File: config.mk
export PLATFORM = sky130hd
export DESIGN_NAME = load_store_unit
export DESIGN_NICKNAME = d
export VERILOG_FILES = /design/src/rtl/load_store_unit_pkg.sv /design/src/rtl/load_store_unit_align.sv /design/src/rtl/load_store_unit.sv
export SDC_FILE = /design/constraint.sdc
export NUM_CORES = 1
export LEC_CHECK = 0
export CORE_UTILIZATION = 50
export DETAILED_ROUTE_END_ITERATION = 6
export PLACE_DENSITY = 0.91
export SYNTH_ARGS = -nofsm -noshare
export SYNTH_HDL_FRONTEND = slang
export SYNTH_SLANG_ARGS = --single-unit
File: constraint.sdc
create_clock -name CLK -period 3.3 [get_ports CLK]
set_input_delay 0.495 -clock CLK [delete_from_list [all_inputs] [get_ports CLK]]
set_output_delay 0.495 -clock CLK [all_outputs]
set_load 0.1 [all_outputs]
File: src/rtl/load_store_unit_pkg.sv
// Shared definitions for the load/store unit: FUNCT3 access codes and one-hot FSM states.
package load_store_unit_pkg;

    localparam logic [2:0] F3_LB  = 3'b000;
    localparam logic [2:0] F3_LH  = 3'b001;
    localparam logic [2:0] F3_LW  = 3'b010;
    localparam logic [2:0] F3_LBU = 3'b100;
    localparam logic [2:0] F3_LHU = 3'b101;
    localparam logic [2:0] F3_SB  = 3'b000;
    localparam logic [2:0] F3_SH  = 3'b001;
    localparam logic [2:0] F3_SW  = 3'b010;

    typedef enum logic [3:0] {
        ST_IDLE       = 4'b0001,
        ST_LOAD_WAIT  = 4'b0010,
        ST_STORE_WAIT = 4'b0100,
        ST_RESP       = 4'b1000
    } lsu_state_e;

endpackage

File: src/rtl/load_store_unit_align.sv
// Combinational lane logic: alignment check, store byte enables / lane replication,
// load lane selection with sign or zero extension.
module load_store_unit_align
    import load_store_unit_pkg::*;
(
    input  logic [2:0]  funct3,
    input  logic [1:0]  offset,
    input  logic        is_store,
    input  logic [31:0] wdata,
    input  logic [31:0] rword,
    output logic        ok,
    output logic [3:0]  be,
    output logic [31:0] wlane,
    output logic [31:0] rext
);

    logic [7:0]  rbyte;
    logic [15:0] rhalf;

    // Unsigned variants exist only for loads; stores accept 000/001/010 alone.
    always_comb begin
        ok = 1'b0;
        case (funct3)
            F3_LB:   ok = 1'b1;
            F3_LH:   ok = ~offset[0];
            F3_LW:   ok = (offset == 2'b00);
            F3_LBU:  ok = ~is_store;
            F3_LHU:  ok = ~is_store & ~offset[0];
            default: ok = 1'b0;
        endcase
    end

    always_comb begin
        case (funct3)
            F3_SB: begin
                be    = 4'b0001 << offset;
                wlane = {4{wdata[7:0]}};
            end
            F3_SH: begin
                be    = 4'b0011 << {offset[1], 1'b0};
                wlane = {2{wdata[15:0]}};
            end
            default: begin
                be    = 4'b1111;
                wlane = wdata;
            end
        endcase
    end

    always_comb begin
        case (offset)
            2'b00:   rbyte = rword[7:0];
            2'b01:   rbyte = rword[15:8];
            2'b10:   rbyte = rword[23:16];
            default: rbyte = rword[31:24];
        endcase
        rhalf = offset[1] ? rword[31:16] : rword[15:0];
    end

    always_comb begin
        case (funct3)
            F3_LB:   rext = {{24{rbyte[7]}}, rbyte};
            F3_LH:   rext = {{16{rhalf[15]}}, rhalf};
            F3_LBU:  rext = {24'd0, rbyte};
            F3_LHU:  rext = {16'd0, rhalf};
            default: rext = rword;
        endcase
    end

endmodule

File: src/rtl/load_store_unit.sv
// Data-side load/store unit: req/ack word bus master with a one-entry posted-store slot,
// alignment checking and a bus timeout.
module load_store_unit
    import load_store_unit_pkg::*;
#(
    parameter int TIMEOUT = 16,
    parameter int AW      = 32
) (
    input  logic          CLK,
    input  logic          RES,
    input  logic          DATA_REQ,
    input  logic          DATA_WRITE_ENABLE,
    input  logic [2:0]    FUNCT3,
    input  logic [AW-1:0] ADDR,
    input  logic [31:0]   WDATA,
    output logic          DATA_VALID,
    output logic [31:0]   RDATA,
    output logic          BUSY,
    output logic          MISALIGNED,
    output logic          BUS_ERR,
    output logic          OVERRUN,
    output logic          MEM_REQ,
    output logic          MEM_WE,
    output logic [AW-1:0] MEM_ADDR,
    output logic [3:0]    MEM_BE,
    output logic [31:0]   MEM_WDATA,
    input  logic          MEM_ACK,
    input  logic [31:0]   MEM_RDATA
);

    localparam int             CW       = (TIMEOUT > 1) ? $clog2(TIMEOUT) : 1;
    localparam logic [CW-1:0]  TMO_LAST = CW'((TIMEOUT > 0) ? TIMEOUT - 1 : 0);
    localparam bit             TMO_EN   = (TIMEOUT != 0);

    lsu_state_e    state_reg, state_next;
    logic          pend_valid_reg, pend_valid_next;
    logic [AW-1:0] pend_addr_reg, pend_addr_next;
    logic [31:0]   pend_data_reg, pend_data_next;
    logic [2:0]    pend_f3_reg, pend_f3_next;
    logic [2:0]    ld_f3_reg, ld_f3_next;
    logic [1:0]    ld_off_reg, ld_off_next;
    logic [AW-1:0] bus_addr_reg, bus_addr_next;
    logic [3:0]    bus_be_reg, bus_be_next;
    logic [31:0]   bus_wdata_reg, bus_wdata_next;
    logic [31:0]   rdata_reg, rdata_next;
    logic          mis_reg, mis_next;
    logic          err_reg, err_next;
    logic          overrun_reg, overrun_next;
    logic [CW-1:0] tmo_cnt_reg, tmo_cnt_next;

    logic          is_idle, timed_out;
    logic          sel_store;
    logic [2:0]    sel_f3;
    logic [AW-1:0] sel_addr;
    logic [31:0]   sel_wdata;
    logic          align_ok;
    logic [3:0]    align_be;
    logic [31:0]   align_wlane, align_rext;

    assign is_idle   = (state_reg == ST_IDLE);
    assign timed_out = TMO_EN && (tmo_cnt_reg == TMO_LAST);

    // A pending store always beats a fresh pulse, which beats a load.
    assign sel_store = pend_valid_reg | DATA_WRITE_ENABLE;
    assign sel_f3    = pend_valid_reg ? pend_f3_reg   : FUNCT3;
    assign sel_addr  = pend_valid_reg ? pend_addr_reg : ADDR;
    assign sel_wdata = pend_valid_reg ? pend_data_reg : WDATA;

    load_store_unit_align u_align (
        .funct3   (is_idle ? sel_f3 : ld_f3_reg),
        .offset   (is_idle ? sel_addr[1:0] : ld_off_reg),
        .is_store (is_idle & sel_store),
        .wdata    (sel_wdata),
        .rword    (MEM_RDATA),
        .ok       (align_ok),
        .be       (align_be),
        .wlane    (align_wlane),
        .rext     (align_rext)
    );

    always_ff @(posedge CLK or negedge RES) begin
        if (!RES) begin
            state_reg      <= ST_IDLE;
            pend_valid_reg <= 1'b0;
            pend_addr_reg  <= '0;
            pend_data_reg  <= '0;
            pend_f3_reg    <= '0;
            ld_f3_reg      <= '0;
            ld_off_reg     <= '0;
            bus_addr_reg   <= '0;
            bus_be_reg     <= '0;
            bus_wdata_reg  <= '0;
            rdata_reg      <= '0;
            mis_reg        <= 1'b0;
            err_reg        <= 1'b0;
            overrun_reg    <= 1'b0;
            tmo_cnt_reg    <= '0;
        end else begin
            state_reg      <= state_next;
            pend_valid_reg <= pend_valid_next;
            pend_addr_reg  <= pend_addr_next;
            pend_data_reg  <= pend_data_next;
            pend_f3_reg    <= pend_f3_next;
            ld_f3_reg      <= ld_f3_next;
            ld_off_reg     <= ld_off_next;
            bus_addr_reg   <= bus_addr_next;
            bus_be_reg     <= bus_be_next;
            bus_wdata_reg  <= bus_wdata_next;
            rdata_reg      <= rdata_next;
            mis_reg        <= mis_next;
            err_reg        <= err_next;
            overrun_reg    <= overrun_next;
            tmo_cnt_reg    <= tmo_cnt_next;
        end
    end

    always_comb begin
        state_next      = state_reg;
        pend_valid_next = pend_valid_reg;
        pend_addr_next  = pend_addr_reg;
        pend_data_next  = pend_data_reg;
        pend_f3_next    = pend_f3_reg;
        ld_f3_next      = ld_f3_reg;
        ld_off_next     = ld_off_reg;
        bus_addr_next   = bus_addr_reg;
        bus_be_next     = bus_be_reg;
        bus_wdata_next  = bus_wdata_reg;
        rdata_next      = rdata_reg;
        mis_next        = 1'b0;
        err_next        = 1'b0;
        overrun_next    = overrun_reg;
        tmo_cnt_next    = tmo_cnt_reg;

        // Pending slot: drained in IDLE, refilled by any pulse not launched directly.
        if (is_idle && pend_valid_reg)
            pend_valid_next = 1'b0;
        if (DATA_WRITE_ENABLE && !(is_idle && !pend_valid_reg)) begin
            if (pend_valid_reg && !is_idle) begin
                overrun_next = 1'b1;
            end else begin
                pend_valid_next = 1'b1;
                pend_addr_next  = ADDR;
                pend_data_next  = WDATA;
                pend_f3_next    = FUNCT3;
            end
        end

        case (state_reg)
            ST_IDLE: begin
                if (sel_store || DATA_REQ) begin
                    if (!align_ok) begin
                        mis_next = 1'b1;
                        if (!sel_store) begin
                            rdata_next = '0;
                            state_next = ST_RESP;
                        end
                    end else begin
                        state_next     = sel_store ? ST_STORE_WAIT : ST_LOAD_WAIT;
                        bus_addr_next  = {sel_addr[AW-1:2], 2'b00};
                        bus_be_next    = sel_store ? align_be : 4'b1111;
                        bus_wdata_next = sel_store ? align_wlane : 32'd0;
                        ld_f3_next     = sel_f3;
                        ld_off_next    = sel_addr[1:0];
                        tmo_cnt_next   = '0;
                    end
                end
            end
            ST_LOAD_WAIT: begin
                if (MEM_ACK) begin
                    rdata_next = align_rext;
                    state_next = ST_RESP;
                end else if (timed_out) begin
                    rdata_next = '0;
                    err_next   = 1'b1;
                    state_next = ST_RESP;
                end else begin
                    tmo_cnt_next = tmo_cnt_reg + 1'b1;
                end
            end
            ST_STORE_WAIT: begin
                if (MEM_ACK) begin
                    state_next = ST_IDLE;
                end else if (timed_out) begin
                    err_next   = 1'b1;
                    state_next = ST_IDLE;
                end else begin
                    tmo_cnt_next = tmo_cnt_reg + 1'b1;
                end
            end
            ST_RESP:  state_next = ST_IDLE;
            default:  state_next = ST_IDLE;
        endcase
    end

    // Bus strobes decode straight from state flops, so reset drops them immediately.
    always_comb begin
        MEM_REQ    = (state_reg == ST_LOAD_WAIT) || (state_reg == ST_STORE_WAIT);
        MEM_WE     = (state_reg == ST_STORE_WAIT);
        DATA_VALID = (state_reg == ST_RESP);
        BUSY       = !is_idle || pend_valid_reg;
        MEM_ADDR   = bus_addr_reg;
        MEM_BE     = bus_be_reg;
        MEM_WDATA  = bus_wdata_reg;
        RDATA      = rdata_reg;
        MISALIGNED = mis_reg;
        BUS_ERR    = err_reg;
        OVERRUN    = overrun_reg;
    end

endmodule

==> metrics.md, run 1 <==
| Metric | Value |
|---|---|
| Fillcell total | `1197` |
| Final Setup Violations | `0` |
| WL/cell | `19.12 µm` |
| Worst path required time | `3.61 ns` |
| Final hold vios | `0` |
| Tmin final | `2.931 ns` |
| Tcrit/Tclk final | `88.81%` |
| Worst reg2reg endpoint | `RDATA[24]` |
| Worst hold path class | `in -> async` |
| CP Class | `reg -> reg` |
| Port bufs | `208` |
| Die W | `133.2 µm` |
| # rows | `47` |
| Slew of the pin with the lowest slew margin | `1.287 ns` |
| FFs w/ async S/R, synth | `100.0%` |
| Pin count of the biggest net entering global routing | `86` |
| Sequential element share of the synthesized area | `52.94%` |
| Finished Layout Cells | `1193` |
| Slew headroom | `12.86%` |
| Synth unique cells | `59` |
| PostCTS Resize Cnt | `0` |
| CP startpoint kind | `flip-flop` |
| Detailed-route vias per instance | `5.890` |
| Remaining DRCs | `0` |
| CP Launch Point | `state_reg[0]` |
| Post-synth top area cell | `dfrtp_1` |
| Global-route wire length before repair | `36750 µm` |
| FF-to-FF Start | `state_reg[0]` |
| CP Capture Point | `RDATA[24]` |
| CTS H-tree depth | `4` |
| Die Ht | `133.2 µm` |
| Antenna cells | `0` |
| Num CTS Buffers | `17` |
| R2R Setup Slk | `0.37 ns` |
| CTS clock-pin slew for the worst setup and hold paths | `0.07 ns` |
| Placed cell count | `1161` |
| Core ar. | `16700 µm²` |
| Routed Antenna Nets | `0` |
| DR iter-0 viols | `463` |
| Final Worst Setup Slack | `0.3694 ns` |
| Initial antenna violation count | `0` |
| Clk root buf | `clkbuf_16` |
| Most frequent cells after synthesis | `dfrtp_1, nand2_1, mux2i_1, o21ai_1, mux2_1` |
| Clock sinks | `182` |
| Layout Skew | `0.01048 ns` |
| Cts hold-fix bufs | `0` |
| Setup crit end kind | `flip-flop` |
| Via Count | `7027` |
| Die Area | `17740 µm²` |
| Area contributors post-synth | `dfrtp_1, mux2i_1, mux2_1` |
| Status | `complete, no violations` |
| Post-DP HPWL | `15650 µm` |
| GRT Overall Usage | `26.44%` |
| Share of layout cells above drive strength 1 | `12.54%` |
| Worst Reg-to-Reg Cells | `7` |
| Fin nets | `1065` |
| Synth Area per Inst | `11.25 µm²` |
| Cell with the most instances after synthesis | `dfrtp_1` |
| Top-Level Pins | `211` |
| CTS tree | `built` |
| Layout area overhead | `34.72%` |
| Max clock buf depth | `2` |
| Initial DRT Pass Iterations | `5` |
| Postcts setup bufs | `0` |
| Max cap viols | `0` |
| Initial Util | `51.53%` |
| Critical path arrival | `3.24 ns` |
| Vias in the first global route | `7120` |
| Final setup TNS | `0 ns` |
| #FFs+latches synth | `182` |
| Dominant synthesized flop cell | `dfrtp_1` |
| Clk_lat worst skew | `0.43 ns` |
| CP max FO | `16` |
| Synth warn | `0` |
| Synthesized area | `8606 µm²` |
| WL final | `22810 µm` |
| Max Freq | `341.2 MHz` |
| RD Place Congestion | `0.8411` |
| Setup WS pre-CTS | `0.3370 ns` |
| Unrepaired setup endpoints after global routing | `false` |
| Synth top area share | `52.63%` |
| Mapped Cells | `765` |
| GRT overflow | `0` |
| EDFF count, synth | `0` |
| Max Slew Vio Count | `0` |
kinds of logic after synthesis:
group                      share of synthesized area, %
muxes                                             17.49
and+or+nand+nor                                   7.837
DFF                                               52.94
xor gates and xnor gates                         0.2036
AOI/OAI and AO/OA                                 18.09
adders and majority gates                        0.1454
other                                           0.04358
buffers and inverters                             3.257
layer usage:
metal	wire length [µm]	part of all wire [%]	GRT usage, %	vias to the layer above
met5	0	0	0	-
met4	629	2.8	10.10	0
met3	1814	8.0	6.393	43
met2	11130	49	43.66	312
met1	9233	40	33.76	3472
li1	-	-	-	3200
placed cells by master, fill, tap and decap left out, types with 3 or more instances in the layout:
cell | netlist | layout
nor4b_2 | 1 | 3
clkdlybuf4s50_1 | 0 | 194
buf_12 | 0 | 4
nor2_1 | 25 | 25
nand2_1 | 91 | 91
nand3_1 | 5 | 4
o21ai_1 | 51 | 51
mux2i_1 | 66 | 66
o21ai_0 | 24 | 24
a21oi_1 | 18 | 18
o2bb2ai_1 | 16 | 16
nor3_1 | 4 | 4
nand2b_1 | 3 | 3
dfrtp_1 | 181 | 180
a21o_1 | 7 | 7
a2bb2oi_1 | 10 | 10
bufinv_16 | 0 | 3
inv_1 | 4 | 4
mux2_2 | 35 | 35
mux2_1 | 40 | 40
clkbuf_16 | 0 | 17
a221o_1 | 16 | 16
o31ai_1 | 18 | 17
a2111oi_0 | 4 | 4
a211oi_1 | 6 | 6
inv_6 | 0 | 4
clkbuf_8 | 0 | 4
nor2b_1 | 5 | 5
o22ai_1 | 18 | 18
and2_1 | 3 | 3
buf_4 | 2 | 34
o21a_1 | 19 | 19
worst max-delay path, cell delays in order (launching register included):
cell and delay [ns]:
dfstp_2 0.60, nor4b_4 0.46, mux2i_1 0.26, buf_4 0.26, mux2i_1 0.37, mux2i_1 0.12
and3_1 0.38, a221o_1 0.35
area by class of cell:
| type | count | area [µm²] | area share (%) |
|---|---|---|---|
| Sequential cell | 182 | 4559 | 39.33 |
| Tap cell | 220 | 275.3 | 2.374 |
| Multi-Input combinational cell | 521 | 3820 | 32.95 |
| Clock inverter | 12 | 162.7 | 1.403 |
| Inverter | 5 | 18.77 | 0.1619 |
| Timing Repair Buffer | 233 | 2291 | 19.76 |
| Clock buffer | 20 | 466.7 | 4.025 |
stage by stage:
step | area, µm² | hold WS, ns | util (%)
global route | 11590 | 0.1611 | 69.42
global placement | 10960 | 0.4646 | 65.65
detailed placement | 10960 | 0.4711 | 65.65
finish | 11590 | 0.09887 | 69.42
CTS | 11590 | 0.1342 | 69.42
floorplan | 8622 | 0.1994 | -
worst min-delay path by stage:
stage	startpoint	endpoint	slack, ns
after floorplan	RES	BUS_ERR	0.20
after global placement	MEM_WDATA[24]	MEM_WDATA[24]	0.46
after detailed placement	MEM_WDATA[18]	MEM_WDATA[18]	0.47
after CTS	RES	MEM_ADDR[5]	0.13
after global routing	RES	pend_addr_reg[9]	0.16
final	RES	pend_addr_reg[9]	0.1
Power of run 1 is left out: the tool's default activity adds up to more than one toggle a clock period on the data nets, which glitch-free logic cannot reach.
==> run 2, diff against run 1 <==
--- a/config.mk
+++ b/config.mk
@@ -5,7 +5,11 @@
 export SDC_FILE = /design/constraint.sdc
 export NUM_CORES = 1
 export LEC_CHECK = 0
-export CORE_UTILIZATION = 50
+export CELL_PAD_IN_SITES_DETAIL_PLACEMENT = 0
+export CELL_PAD_IN_SITES_GLOBAL_PLACEMENT = 1
+export CORE_UTILIZATION = 39
+export CTS_CLUSTER_DIAMETER = 80
+export CTS_CLUSTER_SIZE = 16
 export DETAILED_ROUTE_END_ITERATION = 6
 export PLACE_DENSITY = 0.91
 export SYNTH_ARGS = -nofsm -noshare
==> metrics.md, run 2 (synthesis results as in run 1) <==
| Metric | Value |
|---|---|
| WL/cell | `18.21 µm (was 19.12 µm)` |
| Tcrit/Tclk final | `88.40% (was 88.81%)` |
| Clk_lat worst skew | `0.43 ns (about the same)` |
| Cts hold-fix bufs | `0 (unchanged)` |
| Global-route wire length before repair | `36380 µm (was 36750 µm)` |
| Share of layout cells above drive strength 1 | `12.69% (was 12.54%)` |
| Slew headroom | `21.66% (was 12.86%)` |
| Top-Level Pins | `211 (unchanged)` |
| CP startpoint kind | `flip-flop (unchanged)` |
| Die Area | `22660 µm² (was 17740 µm²)` |
| Commonest cells after routing, fill and taps aside | `clkdlybuf4s50_1, dfrtp_1, nand2_1, mux2i_1, o21ai_1 (unchanged)` |
| Routed Antenna Nets | `0 (unchanged)` |
| Num CTS Buffers | `17 (unchanged)` |
| Postcts setup bufs | `0 (unchanged)` |
| Clock sinks | `182 (unchanged)` |
| Commonest non-fill, non-tap cell in the layout | `clkdlybuf4s50_1 (unchanged)` |
| Worst path required time | `3.66 ns (was 3.61 ns)` |
| Remaining DRCs | `0 (unchanged)` |
| Status | `complete, no violations (unchanged)` |
| Die W | `150.5 µm (was 133.2 µm)` |
| Fin nets | `1061 (was 1065)` |
| Layout area overhead | `34.36% (was 34.72%)` |
| Clk root buf | `clkbuf_16 (unchanged)` |
| CP max FO | `16 (unchanged)` |
| GRT overflow | `0 (unchanged)` |
| Layout Skew | `0.01183 ns (was 0.01048 ns)` |
| Post-DP HPWL | `15940 µm (was 15650 µm)` |
| Max Freq | `342.8 MHz (was 341.2 MHz)` |
| Initial DRT Pass Iterations | `4 (was 5)` |
| Port bufs | `208 (unchanged)` |
| CTS H-tree depth | `4 (unchanged)` |
| Final Setup Violations | `0 (unchanged)` |
| CP Class | `reg -> reg (unchanged)` |
| Die Ht | `150.5 µm (was 133.2 µm)` |
| Initial Util | `40.30% (was 51.53%)` |
| Via Count | `6803 (was 7027)` |
| # rows | `53 (was 47)` |
| WL final | `22650 µm (was 22810 µm)` |
| Worst hold path class | `in -> async (unchanged)` |
| Critical path arrival | `3.28 ns (was 3.24 ns)` |
| Vias in the first global route | `6804 (was 7120)` |
| DR iter-0 viols | `278 (was 463)` |
| Antenna cells | `0 (unchanged)` |
| PostCTS Resize Cnt | `0 (unchanged)` |
| Max clock buf depth | `2 (unchanged)` |
| Pin count of the biggest net entering global routing | `89 (was 86)` |
| CTS tree | `built (unchanged)` |
| Setup crit end kind | `flip-flop (unchanged)` |
| CTS clock-pin slew for the worst setup and hold paths | `0.07 ns (about the same)` |
| Max Slew Vio Count | `0 (unchanged)` |
| Initial antenna violation count | `0 (unchanged)` |
| Final hold vios | `0 (unchanged)` |
| RD Place Congestion | `0.8815 (was 0.8411)` |
| Unrepaired setup endpoints after global routing | `false (unchanged)` |
| GRT Overall Usage | `20.90% (was 26.44%)` |
| Final setup TNS | `0 ns (unchanged)` |
| Slew of the pin with the lowest slew margin | `1.175 ns (was 1.287 ns)` |
| Max cap viols | `0 (unchanged)` |
| Tmin final | `2.917 ns (was 2.931 ns)` |
| Core ar. | `21350 µm² (was 16700 µm²)` |
| Detailed-route vias per instance | `5.469 (was 5.890)` |
## run 2: cell count changes in the layout (fill, tap and decap cells not counted), sizes merged
cell           before  now
clkinv              3    2
bufinv              3    1
clkbuf             21   24
inv                 9    8
buf                38   40
clkdlybuf4s50     194  188
clkinvlp            2    3
## run 2: critical path, stage by stage (launching register included)
cell and delay [ns]:
dfstp_2 0.60, nor4b_4 0.43, buf_4 0.23, nor2_1 0.06
a21oi_1 0.69, and2_1 0.60, a221o_1 0.25
## run 2: area by class of cell
type,count,area (µm²)
Clock inverter,9,88.84
Clock buffer,23,498.0
Timing Repair Buffer,229,2233
Tap cell,275,344.1
Fill cell,1831,9791
Sequential cell,182,4559
Multi-Input combinational cell,521,3820
Inverter,5,18.77
## run 2: worst paths after layout
kind | from | slack (ns) | cells after the start | endpoint
min in group CLK | OVERRUN | 0.48 | 1 | OVERRUN
worst min register to register | OVERRUN | 0.48 | 1 | OVERRUN
max in group asynchronous | RES | 2.28 | 2 | pend_data_reg[12]
worst max-delay path | state_reg[0] | 0.38 | 6 | RDATA[23]
worst max register to register | state_reg[0] | 0.38 | 6 | RDATA[23]
worst min-delay path | RES | 0.12 | 1 | MEM_ADDR[9]
## run 2: through the flow
stage | hold WS, ns | setup slack (ns) | cell area [µm²] | utilization, % | std cells
floorplan | 0.1994 | 0.2845 | 8622 | - | 766
global placement | 0.4550 | 0.3941 | 10980 | 51.40 | 1212
detailed placement | 0.4637 | 0.3483 | 10980 | 51.40 | 1212
CTS | 0.1559 | 0.4291 | 11560 | 54.15 | 1244
global route | 0.1736 | 0.1960 | 11560 | 54.15 | 1244
finish | 0.1198 | 0.3827 | 11560 | 54.15 | 1244
## run 2: per-layer routing
metal / up-vias / global-route usage [%] / share of wire, %
met5: - / 0 / 0
met4: 0 / 5.707 / 1.1
met3: 22 / 5.121 / 7.3
met2: 242 / 33.71 / 48
met1: 3349 / 27.89 / 44
li1: 3190 / - / -
Power of run 2 is left out for the same reason.
